**src/rtl/avalon_st_pipeline.sv**
```systemverilog
// Avalon-ST register pipeline: STAGES cascaded slices, each a forward register or a skid buffer.
// Optional occupancy counter output enabled by AVALON_ST_PIPELINE_OCCUPANCY_EN.
module avalon_st_pipeline #(
  parameter int unsigned DWIDTH    = 8,
  parameter int unsigned STAGES    = 2,
  parameter int unsigned REG_READY = 1
) (
  input  logic              clk_i,
  input  logic              rst_i,
  input  logic              flush_i,
  input  logic [DWIDTH-1:0] in_data_i,
  input  logic              in_valid_i,
  output logic              in_ready_o,
  output logic [DWIDTH-1:0] out_data_o,
  output logic              out_valid_o,
  input  logic              out_ready_i
`ifdef AVALON_ST_PIPELINE_OCCUPANCY_EN
  ,
  output logic [$clog2(2*STAGES+1)-1:0] occupancy_o
`endif
);

  localparam int unsigned LAST = STAGES - 1;

  logic [STAGES-1:0] up_valid;
  logic [STAGES-1:0] up_ready;
  logic [STAGES-1:0] dn_ready;
  logic [STAGES-1:0] main_valid;
  logic [DWIDTH-1:0] up_data   [STAGES];
  logic [DWIDTH-1:0] main_data [STAGES];
`ifdef AVALON_ST_PIPELINE_OCCUPANCY_EN
  logic [STAGES-1:0] skid_valid;
`endif

  for (genvar i = 0; i < STAGES; i++) begin : g_slice
    // Chain wiring: each slice's upstream is the previous slice's main register.
    if (i == 0) begin : g_head
      assign up_valid[i] = in_valid_i;
      assign up_data[i]  = in_data_i;
    end else begin : g_mid
      assign up_valid[i] = main_valid[i-1];
      assign up_data[i]  = main_data[i-1];
    end
    if (i == LAST) begin : g_tail
      assign dn_ready[i] = out_ready_i;
    end else begin : g_inner
      assign dn_ready[i] = up_ready[i+1];
    end

    if (REG_READY != 0) begin : g_skid
      logic              main_v;
      logic              skid_v;
      logic [DWIDTH-1:0] main_d;
      logic [DWIDTH-1:0] skid_d;
      logic              take;
      logic              acc;

      assign take          = main_v && dn_ready[i];
      assign acc           = up_valid[i] && !skid_v;
      assign up_ready[i]   = !skid_v;
      assign main_valid[i] = main_v;
      assign main_data[i]  = main_d;
`ifdef AVALON_ST_PIPELINE_OCCUPANCY_EN
      assign skid_valid[i] = skid_v;
`endif

      always_ff @(posedge clk_i or posedge rst_i) begin
        if (rst_i) begin
          main_v <= 1'b0;
          skid_v <= 1'b0;
          main_d <= '0;
          skid_d <= '0;
        end else if (flush_i) begin
          main_v <= 1'b0;
          skid_v <= 1'b0;
        end else if (take && skid_v) begin
          main_d <= skid_d;
          skid_v <= 1'b0;
        end else if (acc && (!main_v || take)) begin
          main_v <= 1'b1;
          main_d <= up_data[i];
        end else if (acc) begin
          skid_v <= 1'b1;
          skid_d <= up_data[i];
        end else if (take) begin
          main_v <= 1'b0;
        end
      end
    end else begin : g_fwd
      logic              v_q;
      logic [DWIDTH-1:0] d_q;

      assign up_ready[i]   = !v_q || dn_ready[i];
      assign main_valid[i] = v_q;
      assign main_data[i]  = d_q;
`ifdef AVALON_ST_PIPELINE_OCCUPANCY_EN
      assign skid_valid[i] = 1'b0;
`endif

      always_ff @(posedge clk_i or posedge rst_i) begin
        if (rst_i) begin
          v_q <= 1'b0;
          d_q <= '0;
        end else if (flush_i) begin
          v_q <= 1'b0;
        end else if (up_ready[i]) begin
          v_q <= up_valid[i];
          if (up_valid[i]) d_q <= up_data[i];
        end
      end
    end
  end

  // Flush blocks both boundary handshakes for the cycle it is asserted.
  assign in_ready_o  = up_ready[0] && !flush_i;
  assign out_valid_o = main_valid[LAST] && !flush_i;
  assign out_data_o  = main_data[LAST];

`ifdef AVALON_ST_PIPELINE_OCCUPANCY_EN
  localparam int unsigned OCC_W = $clog2(2*STAGES+1);

  logic             in_xfer;
  logic             out_xfer;
  logic [OCC_W-1:0] pop_c;

  assign in_xfer  = in_valid_i && in_ready_o;
  assign out_xfer = out_valid_o && out_ready_i;

  always_ff @(posedge clk_i or posedge rst_i) begin
    if (rst_i) begin
      occupancy_o <= '0;
    end else if (flush_i) begin
      occupancy_o <= '0;
    end else if (in_xfer && !out_xfer) begin
      occupancy_o <= occupancy_o + OCC_W'(1);
    end else if (out_xfer && !in_xfer) begin
      occupancy_o <= occupancy_o - OCC_W'(1);
    end
  end

  // Population count of every held valid bit, for the consistency assertion.
  always_comb begin
    pop_c = '0;
    for (int unsigned k = 0; k < STAGES; k++) begin
      pop_c = pop_c + OCC_W'(main_valid[k]) + OCC_W'(skid_valid[k]);
    end
  end

  occupancy_matches_valids: assert property (@(posedge clk_i) disable iff (rst_i)
    occupancy_o == pop_c);
`endif

endmodule

```
**config.mk**
```make
export PLATFORM = sky130hd
export DESIGN_NAME = avalon_st_pipeline
export DESIGN_NICKNAME = d
export VERILOG_FILES = /design/src/rtl/avalon_st_pipeline.sv
export SDC_FILE = /design/constraint.sdc
export NUM_CORES = 1
export LEC_CHECK = 0
export CORE_ASPECT_RATIO = 1.2
export CORE_UTILIZATION = 52
export CTS_CLUSTER_DIAMETER = 150
export DETAILED_ROUTE_END_ITERATION = 10
export GPL_ROUTABILITY_DRIVEN = 1
export GPL_TIMING_DRIVEN = 0
export PLACE_DENSITY = 0.81
export SYNTH_ARGS = -nofsm -noshare
export SYNTH_HDL_FRONTEND = slang
export SYNTH_SLANG_ARGS = --single-unit
```
**constraint.sdc**
```tcl
create_clock -name clk_i -period 2.5 [get_ports clk_i]
set_clock_uncertainty 0.2 [all_clocks]
set_input_delay 0.5 -clock clk_i [delete_from_list [all_inputs] [get_ports clk_i]]
set_output_delay 0.5 -clock clk_i [all_outputs]
set_load 0.01 [all_outputs]
```
== Word level (Yosys, flattened, before mapping) ==
Index checks and enable logic that the tools add are counted.
Word-level totals
  register bits: 36
  bits of input ports: 13
Operators by class
  equal/unequal tests: 6
  multiplexer cells: 22
  bitwise operators: 5
  reductions and logical operators: 30
Operators by type and width (count)
  $mux 8: 4
  $mux 1: 18
  $reduce_bool 3->1: 4
  $logic_and 1x1->1: 9
  $reduce_and 2->1: 4
  $reduce_and 4->1: 2
  $ne 3x2->1 const B: 2
  $ne 3x3->1 const B: 2
  $reduce_and 3->1: 2
  $logic_not 1->1: 5
  $not 1->1: 5
  $ne 2x2->1 const B: 2
  $reduce_bool 2->1: 2
  $logic_or 1x1->1: 2

== Logic depth before layout (Yosys ltp) ==
  depth in word-level cells: 7
  mapped depth: 5
  mapped depth without buffers: 3

== Worst setup path before layout ==
No wires, ideal clock.
  path type: input port to flip-flop
  from: input flush_i
  to: register g_slice[1].g_skid.skid_d[1]
  setup time: 125 ps
  arrival: 1650 ps
  required time: 2175 ps
  setup slack: 526 ps
  stages on the path: 4
  buffers on the path: 1
  path through: buf_2 nor2b_1 nor3b_4 mux2_2
On the way
  word-level cells in the longest chain between the ends: 2
RTL lines
  start, declared: line 10  | input logic flush_i,
  $not 1->1 (no line)
  $reduce_and 4->1 (no line)
  end signal, assigned: line 84  | skid_d <= up_data[i];
  end, declared: line 54  | logic [DWIDTH-1:0] skid_d;
No other way between the ends.
A chain may end at the register's enable or synchronous reset.

== Worst setup path after layout ==
  from: register g_slice[1].g_skid.main_v
  to: output out_valid_o
On the way
  word-level cells in the longest chain between the ends: 1
RTL lines
  start, declared: line 51  | logic main_v;
  start signal, assigned: line 69  | main_v <= 1'b0;
  start signal, assigned: line 74  | main_v <= 1'b0;
  start signal, assigned: line 80  | main_v <= 1'b1;
  $logic_and 1x1->1: line 116  | assign out_valid_o = main_valid[LAST] && !flush_i;
  end, declared: line 15  | output logic out_valid_o,
No other way between the ends.

==> results by group <==
Outcome
  – Run status: complete, no violations

Global route
  – Total grt overflow: 0
  – Vias in the first global route: 1131
  – Largest net degree at the start of global routing: 37
  – All-Layer GR Usage: 0.200
  – Initial antenna violation count: 0
  – First-pass GRT wire length: 4910 µm

Finish
  – Area Growth Syn to Fin: 18.2%
  – Layout cells sized above 1: 0.413
  – Total Nets Final: about 160
  – Non-Filler Instances: 186
  – Fin util: 0.655
  – Antenna cell count: 0

Pwr
  – Tot Pwr: 1.38 mW
  – Power Dens Cells: 680 nW/µm²
  – VDD IR-drop max: 454 µV
  – Leak: 0.929 nW

STA
  – Fin crit share: 0.928
  – Fmax: 0.431 GHz
  – Final worst path period need: 2.32 ns
  – Max-slew headroom: 0.510
  – Fin Hold WS: 0.254 ns
  – Final hold violation count: 0
  – Least-Margin Pin Slew: roughly 0.73 ns
  – Setup violators final: 0
  – RSZ-0062 raised after global routing: no
  – Slew Limit Fails: 0

Hold path
  – HP Class: in2reg
  – Hold path start: flush_i

Worst setup path
  – WP data required: 1.80 ns
  – Setup CP Type: reg2out
  – Critical Path Sink: out_valid_o
  – Reg-to-reg startpoint: g_slice[0].g_skid.main_v$_DFFE_PP0P_
  – Crit path max fanout: 7
  – R2R cell count: 5
  – R2R setup slack: about 0.45 ns
  – Crit start category: flip-flop
  – CP startpoint: g_slice[1].g_skid.main_v$_DFFE_PP0P_
  – Worst setup EP type: output pin
  – Crit path DAT: 1.62 ns
  – FF-to-FF End: g_slice[0].g_skid.main_d[4]$_DFFE_PP0P_

Synthesis
  – Mean Syn Cell Area: between 10 and 15 µm²
  – Syn nets: around 130
  – Asr flop ratio synth: 1.00
  – Largest family of logic cells by synthesized area: multiplexers
  – Top FF cell, synth: dfrtp_1
  – Most frequent cell after synthesis: mux2_2
  – Compound-gate portion of the synthesized area: 0.0508
  – Top cells by area, synth: dfrtp_1 (52%), mux2_2 (31%), nand2b_1 (3.6%)
  – Synth top cells by count: mux2_2 (47), dfrtp_1 (36), nand2b_1 (10)
  – Post-Synth Simple-Gate Area: 0.0893
  – Largest area contributor in the netlist: dfrtp_1
  – Post-synth EDFFs: 0
  – Register area share after synthesis: 0.523
  – Gate Count Post-Synth: 121
  – Synthesized cell area: 1720 µm²
  – Yosys cell types: 21
  – Post-synthesis adder-cell area fraction: 0
  – Synthesis-stage register bit count: 36
  – Post-synthesis mux area share: 0.314
  – Synth top area share: 0.523
  – XOR/XNOR share of the synthesized area: 0
  – Yosys warns: 0

Placement
  – Final Wtd Congestion: between 0.7 and 0.8
  – DP Cell Count: 178
  – Port bufs: 21
  – HPWL Detailed: approximately 2100 µm

Detailed routing
  – DR vias: around 1000
  – DRT Wirelength: 2910 µm
  – Drt wl/cell: 15.6 µm
  – Initial DRC Count: 17
  – Routed Antenna Nets: 0
  – Via-to-Cell Ratio: 5.60
  – Drt drc: 0
  – First-pass DRT Iterations: 4

Clock network
  – CTS tree: done
  – Hold Buf Count CTS: 0
  – CTS Root Cell: clkbuf_4
  – Clk buf depth: 2
  – CTS resizes: 0
  – # Post-CTS Setup Buffers: 0
  – CTS Buf Count: 5
  – Clock sinks: 36
  – Clock transition at path regs: 0.10 ns
  – CTS H-tree lvls: 2
  – Worst skew pair latency: 0.34 ns

Run
  – Max Cap Viol: 0

Die
  – Core Area: 3110 µm²
  – Die area: roughly 3500 µm²
  – I/O Pins: 23
  – Row count: 22
  – Die X-Extent: 54.5 µm
  – Die height: 65.1 µm
  – Initial Util: 0.554
[worst min-delay path by stage]
stage                                                          to  slack [ns]  depth (start not counted)
after floorplan           g_slice[1].g_skid.skid_d[0]$_DFFE_PP0P_        0.25                          1
after global placement    g_slice[1].g_skid.skid_d[0]$_DFFE_PP0P_        0.26                          1
after detailed placement  g_slice[1].g_skid.skid_d[0]$_DFFE_PP0P_        0.28                          1
after CTS                    g_slice[0].g_skid.main_v$_DFFE_PP0P_        0.24                          2
after global routing         g_slice[0].g_skid.main_v$_DFFE_PP0P_        0.25                          2
final                        g_slice[0].g_skid.main_v$_DFFE_PP0P_        0.25                          2
[cell families after synthesis]
kind of cell | count (synthesis)
flip-flops | 36
multiplexers | 48
AO/OA/AOI/OAI | 8
buffers and inverters | 7
AND/OR/NAND/NOR | 22
[per-stage QoR]
step | area, µm² | setup TNS [ns] | setup WS (ns)
2_1_floorplan | 1720 | 0 | 0.526
3_3_place_gp | 1980 | -0.0737 | -0.0105
3_5_place_dp | 1980 | -0.612 | -0.0884
4_1_cts | 2040 | 0 | 0.166
5_1_grt | 2040 | 0 | 0.0842
6_report | 2040 | 0 | 0.179
[worst max-delay path, cell delays in order (launching register included)]
cell	delay, ns
dfrtp_1	0.33
buf_2	0.18
nor2b_1	0.22
clkdlybuf4s50_1	0.56
[metal layers]
layer / part of all wire / track usage
met5: 0 / 0
met4: 0.017 / 0.0865
met3: 0.039 / 0.0657
met2: 0.55 / 0.354
met1: 0.39 / 0.203
[cell type report]
type | count | area (µm²)
Timing Repair Buffer | 21 | 210
Tap cell | 36 | 45.0
Sequential cell | 36 | 901
Buffer | 5 | 32.5
Multi-Input combinational cell | 78 | 782
Fill cell | 252 | 1070
Clock buffer | 8 | 58.8
Inverter | 2 | 7.51
[cells in the final DEF, fill, tap and decap left out, drive strengths merged, types with 2 or more instances in the layout]
cell type,count
mux2,48
dfrtp,36
clkdlybuf4s50,21
nand2b,10
clkbuf,9
buf,4
nor2,3
a21oi,3
nor2b,3
o21ai,2
a2111oi,2
nand3b,2
inv,2
[flip-flops by register name, indices dropped and copies added, names as in the netlist]
| name | cells |
|---|---|
| g_slice.g_skid.skid_v | 2 |
| g_slice.g_skid.main_v | 2 |
| g_slice.g_skid.main_d | 8 |
| out_data_o | 8 |
| g_slice.g_skid.skid_d | 16 |
[power by group]
group          switching (mW)  total (mW)  internal, mW
combinational           0.111       0.317         0.206
clock                   0.185       0.323         0.139
sequential             0.0563       0.744         0.688
Power figures use the tool's default switching activity.
